### src/rtl/mips_ctrl_pkg.sv
// Shared constants for the multicycle MIPS control path.
// Holds the state encoding, the opcodes, the aluop codes (also used by the ALU
// decoder), the alusrcb/pcsrc select codes and the bundled control word
// produced by the state decoder.
package mips_ctrl_pkg;

  localparam logic [3:0] S_FETCH   = 4'd0;
  localparam logic [3:0] S_DECODE  = 4'd1;
  localparam logic [3:0] S_MEMADR  = 4'd2;
  localparam logic [3:0] S_MEMRD   = 4'd3;
  localparam logic [3:0] S_MEMWB   = 4'd4;
  localparam logic [3:0] S_MEMWR   = 4'd5;
  localparam logic [3:0] S_EXECUTE = 4'd6;
  localparam logic [3:0] S_ALUWB   = 4'd7;
  localparam logic [3:0] S_BEQEX   = 4'd8;
  localparam logic [3:0] S_ADDIEX  = 4'd9;
  localparam logic [3:0] S_ADDIWB  = 4'd10;
  localparam logic [3:0] S_JEX     = 4'd11;

  localparam logic [5:0] OP_LW    = 6'b100011;
  localparam logic [5:0] OP_SW    = 6'b101011;
  localparam logic [5:0] OP_RTYPE = 6'b000000;
  localparam logic [5:0] OP_BEQ   = 6'b000100;
  localparam logic [5:0] OP_ADDI  = 6'b001000;
  localparam logic [5:0] OP_J     = 6'b000010;

  localparam logic [1:0] ALUOP_ADD   = 2'b00;
  localparam logic [1:0] ALUOP_SUB   = 2'b01;
  localparam logic [1:0] ALUOP_FUNCT = 2'b10;

  localparam logic [1:0] SRCB_B     = 2'b00;
  localparam logic [1:0] SRCB_FOUR  = 2'b01;
  localparam logic [1:0] SRCB_IMM   = 2'b10;
  localparam logic [1:0] SRCB_IMMSH = 2'b11;

  localparam logic [1:0] PCSRC_ALU    = 2'b00;
  localparam logic [1:0] PCSRC_ALUOUT = 2'b01;
  localparam logic [1:0] PCSRC_JUMP   = 2'b10;

  typedef struct packed {
    logic       mem_req;
    logic       memwrite;
    logic       irwrite;
    logic       regwrite;
    logic       iord;
    logic       regdst;
    logic       memtoreg;
    logic       alusrca;
    logic [1:0] alusrcb;
    logic [1:0] pcsrc;
    logic [1:0] aluop;
    logic       pcwrite;
    logic       branch;
  } ctrl_t;

  function automatic logic op_legal(input logic [5:0] op);
    return (op == OP_LW) || (op == OP_SW) || (op == OP_RTYPE) ||
           (op == OP_BEQ) || (op == OP_ADDI) || (op == OP_J);
  endfunction

endpackage

### src/rtl/mips_ctrl_outdec.sv
// Moore state-to-control decode for the multicycle MIPS controller.
// Ports: state_i (current state), mem_ready_i (memory handshake, qualifies
// the one-shot write strobes), ctrl_o (full control word).
module mips_ctrl_outdec
  import mips_ctrl_pkg::*;
(
  input  logic [3:0] state_i,
  input  logic       mem_ready_i,
  output ctrl_t      ctrl_o
);

  always_comb begin
    ctrl_o = '0;
    case (state_i)
      S_FETCH: begin
        ctrl_o.mem_req = 1'b1;
        ctrl_o.alusrcb = SRCB_FOUR;
        ctrl_o.aluop   = ALUOP_ADD;
        ctrl_o.pcsrc   = PCSRC_ALU;
        // IR and PC load only on the cycle the fetch actually completes.
        ctrl_o.irwrite = mem_ready_i;
        ctrl_o.pcwrite = mem_ready_i;
      end
      S_DECODE: begin
        ctrl_o.alusrcb = SRCB_IMMSH;
        ctrl_o.aluop   = ALUOP_ADD;
      end
      S_MEMADR, S_ADDIEX: begin
        ctrl_o.alusrca = 1'b1;
        ctrl_o.alusrcb = SRCB_IMM;
        ctrl_o.aluop   = ALUOP_ADD;
      end
      S_MEMRD: begin
        ctrl_o.mem_req = 1'b1;
        ctrl_o.iord    = 1'b1;
      end
      S_MEMWB: begin
        ctrl_o.memtoreg = 1'b1;
        ctrl_o.regwrite = 1'b1;
      end
      S_MEMWR: begin
        ctrl_o.mem_req  = 1'b1;
        ctrl_o.iord     = 1'b1;
        ctrl_o.memwrite = mem_ready_i;
      end
      S_EXECUTE: begin
        ctrl_o.alusrca = 1'b1;
        ctrl_o.alusrcb = SRCB_B;
        ctrl_o.aluop   = ALUOP_FUNCT;
      end
      S_ALUWB: begin
        ctrl_o.regdst   = 1'b1;
        ctrl_o.regwrite = 1'b1;
      end
      S_BEQEX: begin
        ctrl_o.alusrca = 1'b1;
        ctrl_o.alusrcb = SRCB_B;
        ctrl_o.aluop   = ALUOP_SUB;
        ctrl_o.pcsrc   = PCSRC_ALUOUT;
        ctrl_o.branch  = 1'b1;
      end
      S_ADDIWB: begin
        ctrl_o.regwrite = 1'b1;
      end
      S_JEX: begin
        ctrl_o.pcsrc   = PCSRC_JUMP;
        ctrl_o.pcwrite = 1'b1;
      end
      default: ctrl_o = '0;
    endcase
  end

endmodule

### src/rtl/mips_multicycle_ctrl.sv
// Main control FSM of the multicycle MIPS core.
// Ports: clk/reset (async active-low), op (IR opcode), zero (ALU flag),
// mem_ready (memory handshake); outputs are the datapath enables/selects,
// pcen, mem_req, the illegal_op / mem_timeout pulses and the debug state.
module mips_multicycle_ctrl
  import mips_ctrl_pkg::*;
#(
  parameter int MEM_WAIT_MAX = 15
) (
  input  logic       clk,
  input  logic       reset,
  input  logic [5:0] op,
  input  logic       zero,
  input  logic       mem_ready,
  output logic       mem_req,
  output logic       memwrite,
  output logic       irwrite,
  output logic       regwrite,
  output logic       iord,
  output logic       regdst,
  output logic       memtoreg,
  output logic       alusrca,
  output logic [1:0] alusrcb,
  output logic [1:0] pcsrc,
  output logic [1:0] aluop,
  output logic       pcen,
  output logic       illegal_op,
  output logic       mem_timeout,
  output logic [3:0] state
);

  localparam logic [3:0] WMAX = 4'(MEM_WAIT_MAX);

  logic [3:0] state_q, state_d;
  logic [3:0] cnt_q, cnt_d;
  logic       illegal_q, illegal_d;
  logic       tmo_q, tmo_d;
  ctrl_t      ctrl;

  mips_ctrl_outdec u_outdec (
    .state_i     (state_q),
    .mem_ready_i (mem_ready),
    .ctrl_o      (ctrl)
  );

  always_comb begin
    state_d = S_FETCH;
    case (state_q)
      S_FETCH:   state_d = mem_ready ? S_DECODE : S_FETCH;
      S_DECODE: begin
        case (op)
          OP_LW, OP_SW: state_d = S_MEMADR;
          OP_RTYPE:     state_d = S_EXECUTE;
          OP_BEQ:       state_d = S_BEQEX;
          OP_ADDI:      state_d = S_ADDIEX;
          OP_J:         state_d = S_JEX;
          default:      state_d = S_FETCH;
        endcase
      end
      S_MEMADR:  state_d = (op == OP_SW) ? S_MEMWR : S_MEMRD;
      S_MEMRD:   state_d = mem_ready ? S_MEMWB : S_MEMRD;
      S_MEMWR:   state_d = mem_ready ? S_FETCH : S_MEMWR;
      S_EXECUTE: state_d = S_ALUWB;
      S_ADDIEX:  state_d = S_ADDIWB;
      default:   state_d = S_FETCH;
    endcase
  end

  // Stall counter: counts unanswered memory-request cycles, saturating, and
  // restarts whenever the access completes or the FSM moves on.
  always_comb begin
    cnt_d = cnt_q;
    if (mem_ready || (state_d != state_q)) cnt_d = '0;
    else if (ctrl.mem_req && (cnt_q != WMAX)) cnt_d = cnt_q + 4'd1;
  end

  assign tmo_d     = (cnt_d == WMAX) && (cnt_q != WMAX);
  assign illegal_d = (state_q == S_DECODE) && !op_legal(op);

  always_ff @(posedge clk or negedge reset) begin
    if (!reset) begin
      state_q   <= S_FETCH;
      cnt_q     <= '0;
      illegal_q <= 1'b0;
      tmo_q     <= 1'b0;
    end else begin
      state_q   <= state_d;
      cnt_q     <= cnt_d;
      illegal_q <= illegal_d;
      tmo_q     <= tmo_d;
    end
  end

  assign mem_req     = ctrl.mem_req;
  assign memwrite    = ctrl.memwrite;
  assign irwrite     = ctrl.irwrite;
  assign regwrite    = ctrl.regwrite;
  assign iord        = ctrl.iord;
  assign regdst      = ctrl.regdst;
  assign memtoreg    = ctrl.memtoreg;
  assign alusrca     = ctrl.alusrca;
  assign alusrcb     = ctrl.alusrcb;
  assign pcsrc       = ctrl.pcsrc;
  assign aluop       = ctrl.aluop;
  assign pcen        = ctrl.pcwrite | (ctrl.branch & zero);
  assign illegal_op  = illegal_q;
  assign mem_timeout = tmo_q;
  assign state       = state_q;

endmodule

### config.mk
export PLATFORM = sky130hd
export DESIGN_NAME = mips_multicycle_ctrl
export DESIGN_NICKNAME = d
export VERILOG_FILES = /design/src/rtl/mips_ctrl_pkg.sv /design/src/rtl/mips_ctrl_outdec.sv /design/src/rtl/mips_multicycle_ctrl.sv
export SDC_FILE = /design/constraint.sdc
export NUM_CORES = 1
export LEC_CHECK = 0
export CORE_ASPECT_RATIO = 0.75
export CORE_MARGIN = 2
export CORE_UTILIZATION = 40
export CTS_CLUSTER_SIZE = 30
export DETAILED_ROUTE_END_ITERATION = 7
export PLACE_DENSITY = 0.71
export SLEW_MARGIN = 40
export SYNTH_ARGS = -nofsm -noshare
export SYNTH_HDL_FRONTEND = slang
export SYNTH_SLANG_ARGS = --single-unit
### constraint.sdc
create_clock -name clk -period 5.1 [get_ports clk]
set_input_delay 0.765 -clock clk [delete_from_list [all_inputs] [get_ports clk]]
set_output_delay 0.765 -clock clk [all_outputs]
set_load 0.1 [all_outputs]
**Word level (Yosys, flattened, before mapping)**

Index checks and enable logic that the tools add are counted.

- Bitwise logic cells: 2
- Multiplexer cells: 21
- Add/subtract/negate cells: 1
- Equal/unequal tests: 19
- Reduce and logical (&&, ||, !) cells: 18

Operators with widths:

| kind | number |
|---|---|
| $pmux 4 s7 | 1 |
| $eq 4x4->1 const B | 5 |
| $pmux 4 s5 | 1 |
| $eq 4x3->1 const B | 4 |
| $eq 6x6->1 const B | 2 |
| $mux 1 | 10 |
| $mux 3 | 3 |
| $eq 4x2->1 const B | 2 |
| $mux 4 | 2 |
| $pmux 2 s2 | 2 |
| $eq 6x2->1 const B | 1 |
| $eq 6x3->1 const B | 1 |
| $eq 6x4->1 const B | 1 |
| $logic_not 6->1 | 1 |
| $logic_or 1x1->1 | 6 |
| $pmux 2 s3 | 1 |
| $reduce_or 2->1 | 3 |
| $reduce_or 3->1 | 2 |
| $add 4x1->4 const B | 1 |
| $eq 4x1->1 const B | 1 |
| $logic_not 4->1 | 1 |
| $ne 4x4->1 | 1 |
| $ne 4x4->1 const B | 1 |
| $reduce_or 4->1 | 1 |
| other kinds (5) | 7 |

- Register bits: 10
- Bits of input ports: 10

**Logic depth before layout (Yosys ltp)**

Gate-level depths: netlist of the first run.

- Depth in word-level cells: 9
- Mapped depth: 6
- Depth with buffers taken out: 6

**Modules after synthesis**

A second synthesis of the first run with hierarchy kept.

- Cell total of the unflattened synthesis: 130
- Area total of the unflattened synthesis: 1027.2 µm²

By module, submodules not included:

| module | area each (µm²) | cells an instance | seq. area each (µm²) | instances |
|---|---|---|---|---|
| mips_multicycle_ctrl | 820.8 | 96 | 250.2 | 1 |
| mips_ctrl_outdec | 206.4 | 34 | 0.0 | 1 |

**Least setup slack after synthesis of the first run**

OpenSTA, ideal clock, no wires.

- Kind: flip-flop to output port
- From: reg state_q[2] (netlist: state[2])
- To: out pcen
- Arrival: 5415 ps
- Slack: -1080 ps
- Buffers on the path: 1
- Cell stages (with the launch flop): 5
- Data required time: 4335 ps
- Cells stage by stage: dfrtp_1 -> buf_2 -> or2_1 -> nor4b_1 -> a211o_1

- Cells in the longest elaborated chain, start to end: 4
- Elaborated cells on any way between the ends: 7

RTL lines:

| element | line | text |
|---|---|---|
| start, declared | mips_multicycle_ctrl.sv:34 | `logic [3:0] state_q, state_d;` |
| start signal, assigned | mips_multicycle_ctrl.sv:87 | `state_q <= state_d;` |
| $eq 4x4->1 | mips_ctrl_outdec.sv:14 | `case (state_i)` |
| $mux 1 | mips_ctrl_outdec.sv:14 |  |
| $and 1x1->1 | mips_multicycle_ctrl.sv:105 | `assign pcen = ctrl.pcwrite \| (ctrl.branch & zero);` |
| $or 1x1->1 * | mips_multicycle_ctrl.sv:105 |  |
| end, declared | mips_multicycle_ctrl.sv:26 | `output logic pcen,` |

Mark *: on every way between the ends. The rest lies on a longest branch, timed or not.

**Final worst setup path of the first run**

- From: in mem_ready
- To: out pcen

- Cells in the longest elaborated chain, start to end: 2

RTL lines:

| element | line | text |
|---|---|---|
| start, declared | mips_multicycle_ctrl.sv:14 | `input logic mem_ready,` |
| $pmux 1 s2 | mips_ctrl_outdec.sv:14 |  |
| $or 1x1->1 | mips_multicycle_ctrl.sv:105 |  |

Every way passes these cells.

==> flow_metrics.py, run 1 <==
metrics = {
    "sta": {
        "finClkSkew_ns": 0.00253,
        "fmaxAchievable_mhz": 332,
        "setup_viol": 0,
        "rsz0062_at_grt": "no",
        "slew_viol_final": 0,
        "final_hold_viol_count": 0,
        "slew-limit-headroom": 0.526,
        "finalCritPeriodShare": 0.591,
        "finalCriticalPeriod_ns": 3.01,
        "tns_ns": 0,
        "worstMarginPinSlew_ns": 0.711,
    },
    "critical_path": {
        "crit_buf_inv": 2,
        "cp_slowest_cell": "clkdlybuf4s50_1",
        "crit_type": "in2out",
        "cp.required_ns": 4.34,
        "path_depth": 4,
        "worstPathCellList": "clkdlybuf4s50_1 > nor4b_2 > a211o_1 > buf_2",
        "cp_top_family": "buffers and inverters",
        "worst_setup_path_start_kind": "input pin",
        "critPathLaunch": "mem_ready",
        "reg2reg_to": "mem_timeout",
        "endpoint_kind": "output pin",
        "cp_max_fo": 10,
        "cp.arrival_ns": 2.25,
        "r2r_cells": 5,
        "r2r_slack_ns": 2.86,
        "crit_path_max_incr_delay_ns": 0.64,
        "r2r_start": "state[1]",
        "critPathCapture": "pcen",
    },
    "grt": {
        "grt_pass1_wl_um": 3550,
        "track_usage": 0.171,
        "grt_pass1_vias": 784,
        "grt_max_degree": 24,
        "antenna_found_initial": 0,
        "overflow": 0,
    },
    "die": {
        "fp.dieW_um": 60.3,
        "die_h_um": 46.2,
        "rows": 15,
        "core_area_mm2": 0.00227,
        "dieArea_mm2": 0.00279,
        "pin_count": 31,
        "start_util": 0.419,
    },
    "clock_tree": {
        "cts_sinks": 10,
        "clock_latency_ns": 0.26,
        "cts_htree_levels": 1,
        "clk_pin_slew_worst_paths_ns": 0.06,
        "postCtsHoldBufs": 0,
        "numCtsBuffers": 3,
        "cts_resized": 0,
        "post_cts_buffers": 0,
        "clock_path_buffers": 2,
        "cts_tree": "built",
        "cts_root_buffer": "clkbuf_4",
    },
    "route": {
        "initialDrtViolationCount": 25,
        "drt-vias-per-instance": 5.69,
        "drc": 0,
        "wire_per_inst_um": 13.3,
        "wl_met1_um": 1140,
        "top_layer_used": "met4",
        "wl_met2_um": 1020,
        "drt_wl_total_um": 2330,
        "vias": 1001,
        "wl_met3_um": 162,
        "ant_nets": 0,
        "firstDrtPassIters": 4,
    },
    "yosys": {
        "muxShareOfSynthArea": 0.0368,
        "synth.top_cell.area_share": 0.263,
        "synth_top_family_by_area": "simple AND/OR/NAND/NOR gates",
        "yosysUniqueCellTypes": 48,
        "synth_ff_type": "dfrtp_1",
        "ys_ff_latch": 10,
        "syn_area_um2": 951,
        "synth_area_leaders": "dfrtp_1, nor2_1, nor3_1, and3_1, nand2b_1",
        "yosysTopAreaCell": "dfrtp_1",
        "ys_warn_count": 0,
        "synth_xor_area_frac": 0.0461,
        "syn_inst": 119,
        "async_flop_share": 1.00,
        "synth-simple-area-share": 0.378,
        "synth_nets": 130,
        "synth-compound-area-share": 0.203,
        "synth_seq_area_share": 0.263,
        "synth_area_per_cell_um2": 7.99,
        "synthAdderAreaFrac": 0.0132,
        "synth-edff-count": 0,
    },
    "placed_design": {
        "io_buffer_count": 30,
        "hpwl_um": 1790,
        "dp_cells": 173,
        "place_congestion": 0.763,
    },
    "worst_hold_path": {
        "hold_path_class": "reg2reg",
    },
    "cells_and_area": {
        "antenna-diode-count": 0,
        "drive_above_1_share": 0.232,
        "stdcell_count": 176,
        "nets": 155,
        "final_util": 0.516,
        "syn_to_final_growth_pct": 23.3,
    },
    "run_status": {
        "outcome": "completed",
    },
    "flow_run": {
        "cap_viol_max_count": 0,
    },
}
==> placed cells by master (no fill, tap or decap), types with 2 or more instances in the layout <==
| master | count |
|---|---|
| nand2_1 | 6 |
| xor2_1 | 2 |
| nor3_1 | 6 |
| o211ai_1 | 4 |
| nand2b_1 | 5 |
| nor4b_2 | 3 |
| o21ai_0 | 4 |
| buf_2 | 21 |
| a31o_2 | 2 |
| and3_1 | 5 |
| clkdlybuf4s50_1 | 9 |
| nor2_1 | 18 |
| o21ai_1 | 2 |
| dfrtp_1 | 10 |
| clkbuf_4 | 3 |
| nor3b_1 | 4 |
| a21oi_1 | 3 |
| nor2b_1 | 3 |
| xnor2_1 | 3 |
| mux2i_1 | 2 |
| nand3_1 | 2 |
==> worst min-delay path, cell delays in order, from the launching register on <==
cell	delay, ns
dfrtp_1	0.39
mux2i_1	0.08
nor2_1	0.08
==> kinds of logic (layout without fill, tap and decap cells) <==
group           count (synthesis)  count (layout)
compound gates                 26              26
xor+xnor                        5               5
fa+ha+maj                       1               1
buf+inv                        12              35
flops                          10              10
mux                             3               3
simple gates                   62              62
==> final cells by class <==
type | instances | area, um^2
flip-flops and latches | 10 | 250
fillers | 234 | 1100
clock buffers | 3 | 22.5
multi-input cells | 97 | 654
inverters | 2 | 7.51
well taps | 34 | 42.5
repair buffers | 30 | 195
==> cells in the mapped netlist, types with 2 or more instances <==
| cell | instances |
|---|---|
| a31o_2 | 2 |
| mux2i_1 | 2 |
| clkbuf_1 | 6 |
| nor3_1 | 7 |
| dfrtp_1 | 10 |
| xor2_1 | 2 |
| nand2_1 | 6 |
| a21oi_1 | 3 |
| nand2b_1 | 5 |
| xnor2_1 | 3 |
| nor2_1 | 18 |
| nor2b_1 | 3 |
| nand3_1 | 2 |
| nor4b_2 | 2 |
| and3_1 | 5 |
| nor3b_1 | 4 |
| o211ai_1 | 4 |
| o21ai_1 | 2 |
| o21ai_0 | 4 |
==> how the worst min path moves through the flow <==
| stage | start | endpoint | slack, ns | depth (start not counted) |
|---|---|---|---|---|
| floorplan | reset | cnt_q[0] | 0.47 | 0 |
| global placement | cnt_q[1] | cnt_q[1] | 0.57 | 2 |
| detailed placement | cnt_q[1] | cnt_q[1] | 0.59 | 2 |
| CTS | cnt_q[1] | cnt_q[1] | 0.60 | 2 |
| global route | cnt_q[1] | cnt_q[1] | 0.66 | 2 |
| finish | cnt_q[1] | cnt_q[1] | 0.59 | 2 |
==> metal layers <==
| layer | up-vias | global-route usage |
|---|---|---|
| li1 | 487 | - |
| met1 | 473 | 0.259 |
| met2 | 39 | 0.254 |
| met3 | 2 | 0.0421 |
| met4 | 0 | 0.0133 |
| met5 | - | 0 |
==> state kept, by name (all words and copies together), names as in the netlist <==
signal,flops
illegal_op,1
cnt_q,4
state,4
mem_timeout,1
==> metrics by stage <==
step	area (um^2)	hold WS, ns	setup WS [ns]
finish	1170	0.594	2.09
floorplan	962	0.469	-0.107
global placement	1250	0.569	1.41
global route	1170	0.660	1.99
CTS	1170	0.601	2.09
detailed placement	1150	0.588	2.10
Power of run 1 is not shown: default switching activity piles up to over one toggle a cycle in this logic, so the estimate is an artifact.
==> run 2, diff against run 1 <==
==> constraint.sdc (replaced) <==
create_clock -name clk -period 2.8 [get_ports clk]
set_input_delay 0.42 -clock clk [delete_from_list [all_inputs] [get_ports clk]]
set_output_delay 0.42 -clock clk [all_outputs]
set_load 0.1 [all_outputs]
==> run 2 against run 1 <==
Compared with the run above:
- routed wire length is 12% higher
- worst hold slack got worse by 0.13 ns
- register-to-register slack worse by 2.1 ns
- via count is 0.90% higher
- non-clock buffer count is the same
- critical path depth unchanged
- largest cell class unchanged
- utilization up 9.0 points
- clock-buffer cell count stayed put
- global-route usage is 3.1 points higher
==> flow_metrics.py, run 2 (synthesized netlist as in run 1, its figures left out) <==
metrics = {
    "run_status": {
        "outcome": "completed",
    },
    "clock_tree": {
        "cts_htree_levels": 1,
        "post_cts_buffers": 0,
        "postCtsHoldBufs": 0,
        "cts_tree": "built",
        "clock_path_buffers": 2,
        "numCtsBuffers": 3,
        "clock_latency_ns": 0.27,
        "cts_resized": 0,
        "clk_pin_slew_worst_paths_ns": 0.06,
        "cts_sinks": 10,
        "cts_root_buffer": "clkbuf_4",
    },
    "die": {
        "fp.dieW_um": 60.3,
        "start_util": 0.419,
        "core_area_mm2": 0.00227,
        "dieArea_mm2": 0.00279,
        "die_h_um": 46.2,
        "rows": 15,
        "pin_count": 31,
    },
    "critical_path": {
        "critPathLaunch": "state[2]",
        "cp.required_ns": 2.38,
        "cp_max_fo": 23,
        "worst_setup_path_start_kind": "flop",
        "reg2reg_to": "mem_timeout",
        "crit_type": "reg2out",
        "r2r_slack_ns": 0.74,
        "cp.arrival_ns": 1.97,
        "r2r_start": "state[0]",
        "r2r_cells": 5,
        "critPathCapture": "pcen",
        "endpoint_kind": "output pin",
    },
    "cells_and_area": {
        "antenna-diode-count": 0,
        "syn_to_final_growth_pct": 44.9,
        "drive_above_1_share": 0.345,
        "nets": 155,
        "fin_area_mm2": 0.00138,
        "final_util": 0.607,
        "layout_common_cells": "buf_4, nor2_1, clkdlybuf4s50_1, nand2_1, dfrtp_1",
        "mostFrequentLayoutCell": "buf_4",
        "n_fill_cell": 204,
    },
    "route": {
        "drc": 0,
        "initialDrtViolationCount": 50,
        "wl_met3_um": 110,
        "firstDrtPassIters": 4,
        "wire_per_inst_um": 14.8,
        "vias": 1010,
        "drt-vias-per-instance": 5.74,
        "ant_nets": 0,
        "drt_wl_total_um": 2600,
        "top_layer_used": "met4",
        "wl_met1_um": 1260,
        "wl_met2_um": 1190,
    },
    "grt": {
        "grt_pass1_vias": 833,
        "grt_max_degree": 24,
        "track_usage": 0.202,
        "grt_pass1_wl_um": 4050,
        "antenna_found_initial": 0,
        "overflow": 0,
    },
    "sta": {
        "slew-limit-headroom": 0.675,
        "rsz0062_at_grt": "no",
        "finClkSkew_ns": 0.00179,
        "tns_ns": 0,
        "final_hold_viol_count": 0,
        "fmaxAchievable_mhz": 418,
        "worstMarginPinSlew_ns": 0.476,
        "setup_viol": 0,
        "finalCriticalPeriod_ns": 2.39,
        "fin_worst_hold_slack_ns": 0.462,
        "slew_viol_final": 0,
        "finalCritPeriodShare": 0.854,
    },
    "placed_design": {
        "io_buffer_count": 30,
        "place_congestion": 0.909,
        "hpwl_um": 1960,
        "dpl-instance-area_mm2": 0.00136,
    },
    "flow_run": {
        "cap_viol_max_count": 0,
    },
    "worst_hold_path": {
        "hold_path_class": "in2async",
    },
}
run 2: worst max-delay path, cell delays in order, from the launching register on:
cell and delay, ns:
dfrtp_4 0.60, or2_1 0.35, nor4b_4 0.43, a211o_4 0.16, buf_12 0.16
run 2: stage by stage:
step | setup slack (ns) | std cells
2_1_floorplan | -0.309 | 119
3_3_place_gp | 0.543 | 173
3_5_place_dp | 0.470 | 173
4_1_cts | 0.392 | 176
5_1_grt | 0.340 | 176
6_report | 0.409 | 176
run 2: layer usage:
layer  global-route usage  vias to the layer above
li1                     -                      492
met1                0.301                      483
met2                0.296                       30
met3               0.0253                        5
met4               0.0800                        0
met5                    0                        -
run 2: worst min-delay path by stage:
stage / to / slack (ns) / depth (start not counted)
floorplan: cnt_q[0] / 0.12 / 0
global placement: cnt_q[1] / 0.57 / 2
detailed placement: cnt_q[1] / 0.59 / 2
CTS: state[1] / 0.46 / 1
global route: illegal_op / 0.48 / 1
finish: state[1] / 0.46 / 1
run 2: area by class of cell:
| cell class | instances | area [um^2] | share of cell area |
|---|---|---|---|
| inverters | 2 | 7.51 | 0.00545 |
| flip-flops and latches | 10 | 263 | 0.191 |
| multi-input cells | 97 | 744 | 0.540 |
| well taps | 34 | 42.5 | 0.0309 |
| repair buffers | 30 | 298 | 0.216 |
| clock buffers | 3 | 22.5 | 0.0163 |
Power of run 2 is left out for the same reason.
==> run 3, diff against run 2 <==
--- a/config.mk
+++ b/config.mk
@@ -5,9 +5,9 @@
 export SDC_FILE = /design/constraint.sdc
 export NUM_CORES = 1
 export LEC_CHECK = 0
-export CORE_ASPECT_RATIO = 0.75
 export CORE_MARGIN = 2
 export CORE_UTILIZATION = 40
+export CTS_CLUSTER_DIAMETER = 150
 export CTS_CLUSTER_SIZE = 30
 export DETAILED_ROUTE_END_ITERATION = 7
 export PLACE_DENSITY = 0.71
==> run 3 against run 2 <==
Compared with the run above:
- highest routed layer is now met3
- sequential cell count is the same
- worst setup slack improved by 0.045 ns
- utilization rose by 0.68 points
- largest cell class unchanged
- critical path type unchanged
==> flow_metrics.py, run 3 (synthesized netlist as in run 1, its figures left out) <==
metrics = {
    "run_status": {
        "outcome": "completed",
    },
    "placed_design": {
        "hpwl_um": 1890,
        "place_congestion": 0.752,
        "io_buffer_count": 30,
        "dpl-instance-area_mm2": 0.00135,
    },
    "grt": {
        "busiest_layer": "met2",
        "overflow": 0,
        "track_usage": 0.202,
        "antenna_found_initial": 0,
        "met2_usage": 0.323,
        "grt_pass1_vias": 958,
        "grtUsageMet1": 0.258,
        "grt_max_degree": 24,
        "grt_util_met3": 0.0514,
        "grt_pass1_wl_um": 4130,
    },
    "worst_hold_path": {
        "hold_path_class": "in2async",
    },
    "critical_path": {
        "crit_type": "reg2out",
        "r2r_slack_ns": 0.67,
        "r2r_cells": 5,
        "cp.arrival_ns": 1.93,
        "r2r_start": "state[2]",
        "endpoint_kind": "output pin",
        "cp.required_ns": 2.38,
        "reg2reg_to": "mem_timeout",
        "worst_setup_path_start_kind": "flop",
        "cp_max_fo": 23,
    },
    "sta": {
        "finalCritPeriodShare": 0.838,
        "slew_viol_final": 0,
        "slew-limit-headroom": 0.679,
        "worstMarginPinSlew_ns": 0.475,
        "finClkSkew_ns": 0.00361,
        "rsz0062_at_grt": "no",
        "fmaxAchievable_mhz": 426,
        "final_hold_viol_count": 0,
        "setup_viol": 0,
        "finalCriticalPeriod_ns": 2.35,
    },
    "clock_tree": {
        "cts_tree": "built",
        "cts_sinks": 10,
        "post_cts_buffers": 0,
        "numCtsBuffers": 3,
        "cts_resized": 0,
        "cts_htree_levels": 1,
        "postCtsHoldBufs": 0,
        "clk_pin_slew_worst_paths_ns": 0.06,
        "clock_latency_ns": 0.26,
        "cts_root_buffer": "clkbuf_4",
        "clock_path_buffers": 2,
    },
    "die": {
        "fp.dieW_um": 52.8,
        "pin_count": 31,
        "rows": 17,
        "dieArea_mm2": 0.00278,
        "die_h_um": 52.8,
        "start_util": 0.426,
        "core_area_mm2": 0.00223,
    },
    "cells_and_area": {
        "syn_to_final_growth_pct": 44.1,
        "antenna-diode-count": 0,
        "drive_above_1_share": 0.345,
        "layout_common_cells": "buf_4, nor2_1, clkdlybuf4s50_1, nand2_1, dfrtp_1",
        "mostFrequentLayoutCell": "buf_4",
        "fin_area_mm2": 0.00137,
        "nets": 155,
    },
    "route": {
        "drc": 0,
        "drt-vias-per-instance": 5.80,
        "initialDrtViolationCount": 12,
        "firstDrtPassIters": 4,
        "drt_wl_total_um": 2480,
        "ant_nets": 0,
        "vias": 986,
        "wire_per_inst_um": 14.6,
    },
    "flow_run": {
        "cap_viol_max_count": 0,
    },
}
-- run 3: cell counts in the layout (fill, tap and decap cells not counted) --
Identical to the previous run, type by type.
-- run 3: layout make-up --
cell class / instances / area (um^2)
well taps: 28 / 35.0
multi-input cells: 97 / 744
inverters: 2 / 7.51
clock buffers: 3 / 22.5
fillers: 208 / 863
flip-flops and latches: 10 / 263
repair buffers: 30 / 298
-- run 3: worst max-delay path: stages, from the launching register on --
cell	delay, ns
dfrtp_4	0.60
or2_1	0.34
nor4b_4	0.40
a211o_4	0.16
buf_12	0.16
-- run 3: worst max path at each step --
stage | slack, ns | to | start
CTS | 0.44 | pcen | state[2]
finish | 0.45 | pcen | state[2]
detailed placement | 0.49 | mem_timeout | op[1]
global route | 0.36 | regwrite | state[2]
global placement | 0.58 | mem_timeout | op[0]
floorplan | -0.31 | pcen | state[1]
-- run 3: metal layers --
layer  up-vias  routed length [um]
li1        484                   -
met1       471                1130
met2        31                1250
met3         0                  96
met4         0                   0
met5         -                   0
-- run 3: stage by stage --
step	setup slack (ns)	TNS, ns	instances	utilization	hold WS (ns)
2_1_floorplan	-0.309	-0.420	119	-	0.124
3_3_place_gp	0.576	0	167	0.603	0.573
3_5_place_dp	0.494	0	167	0.603	0.595
4_1_cts	0.437	0	170	0.613	0.475
5_1_grt	0.359	0	170	0.613	0.475
6_report	0.454	0	170	0.613	0.469
Power of run 3 is left out for the same reason.
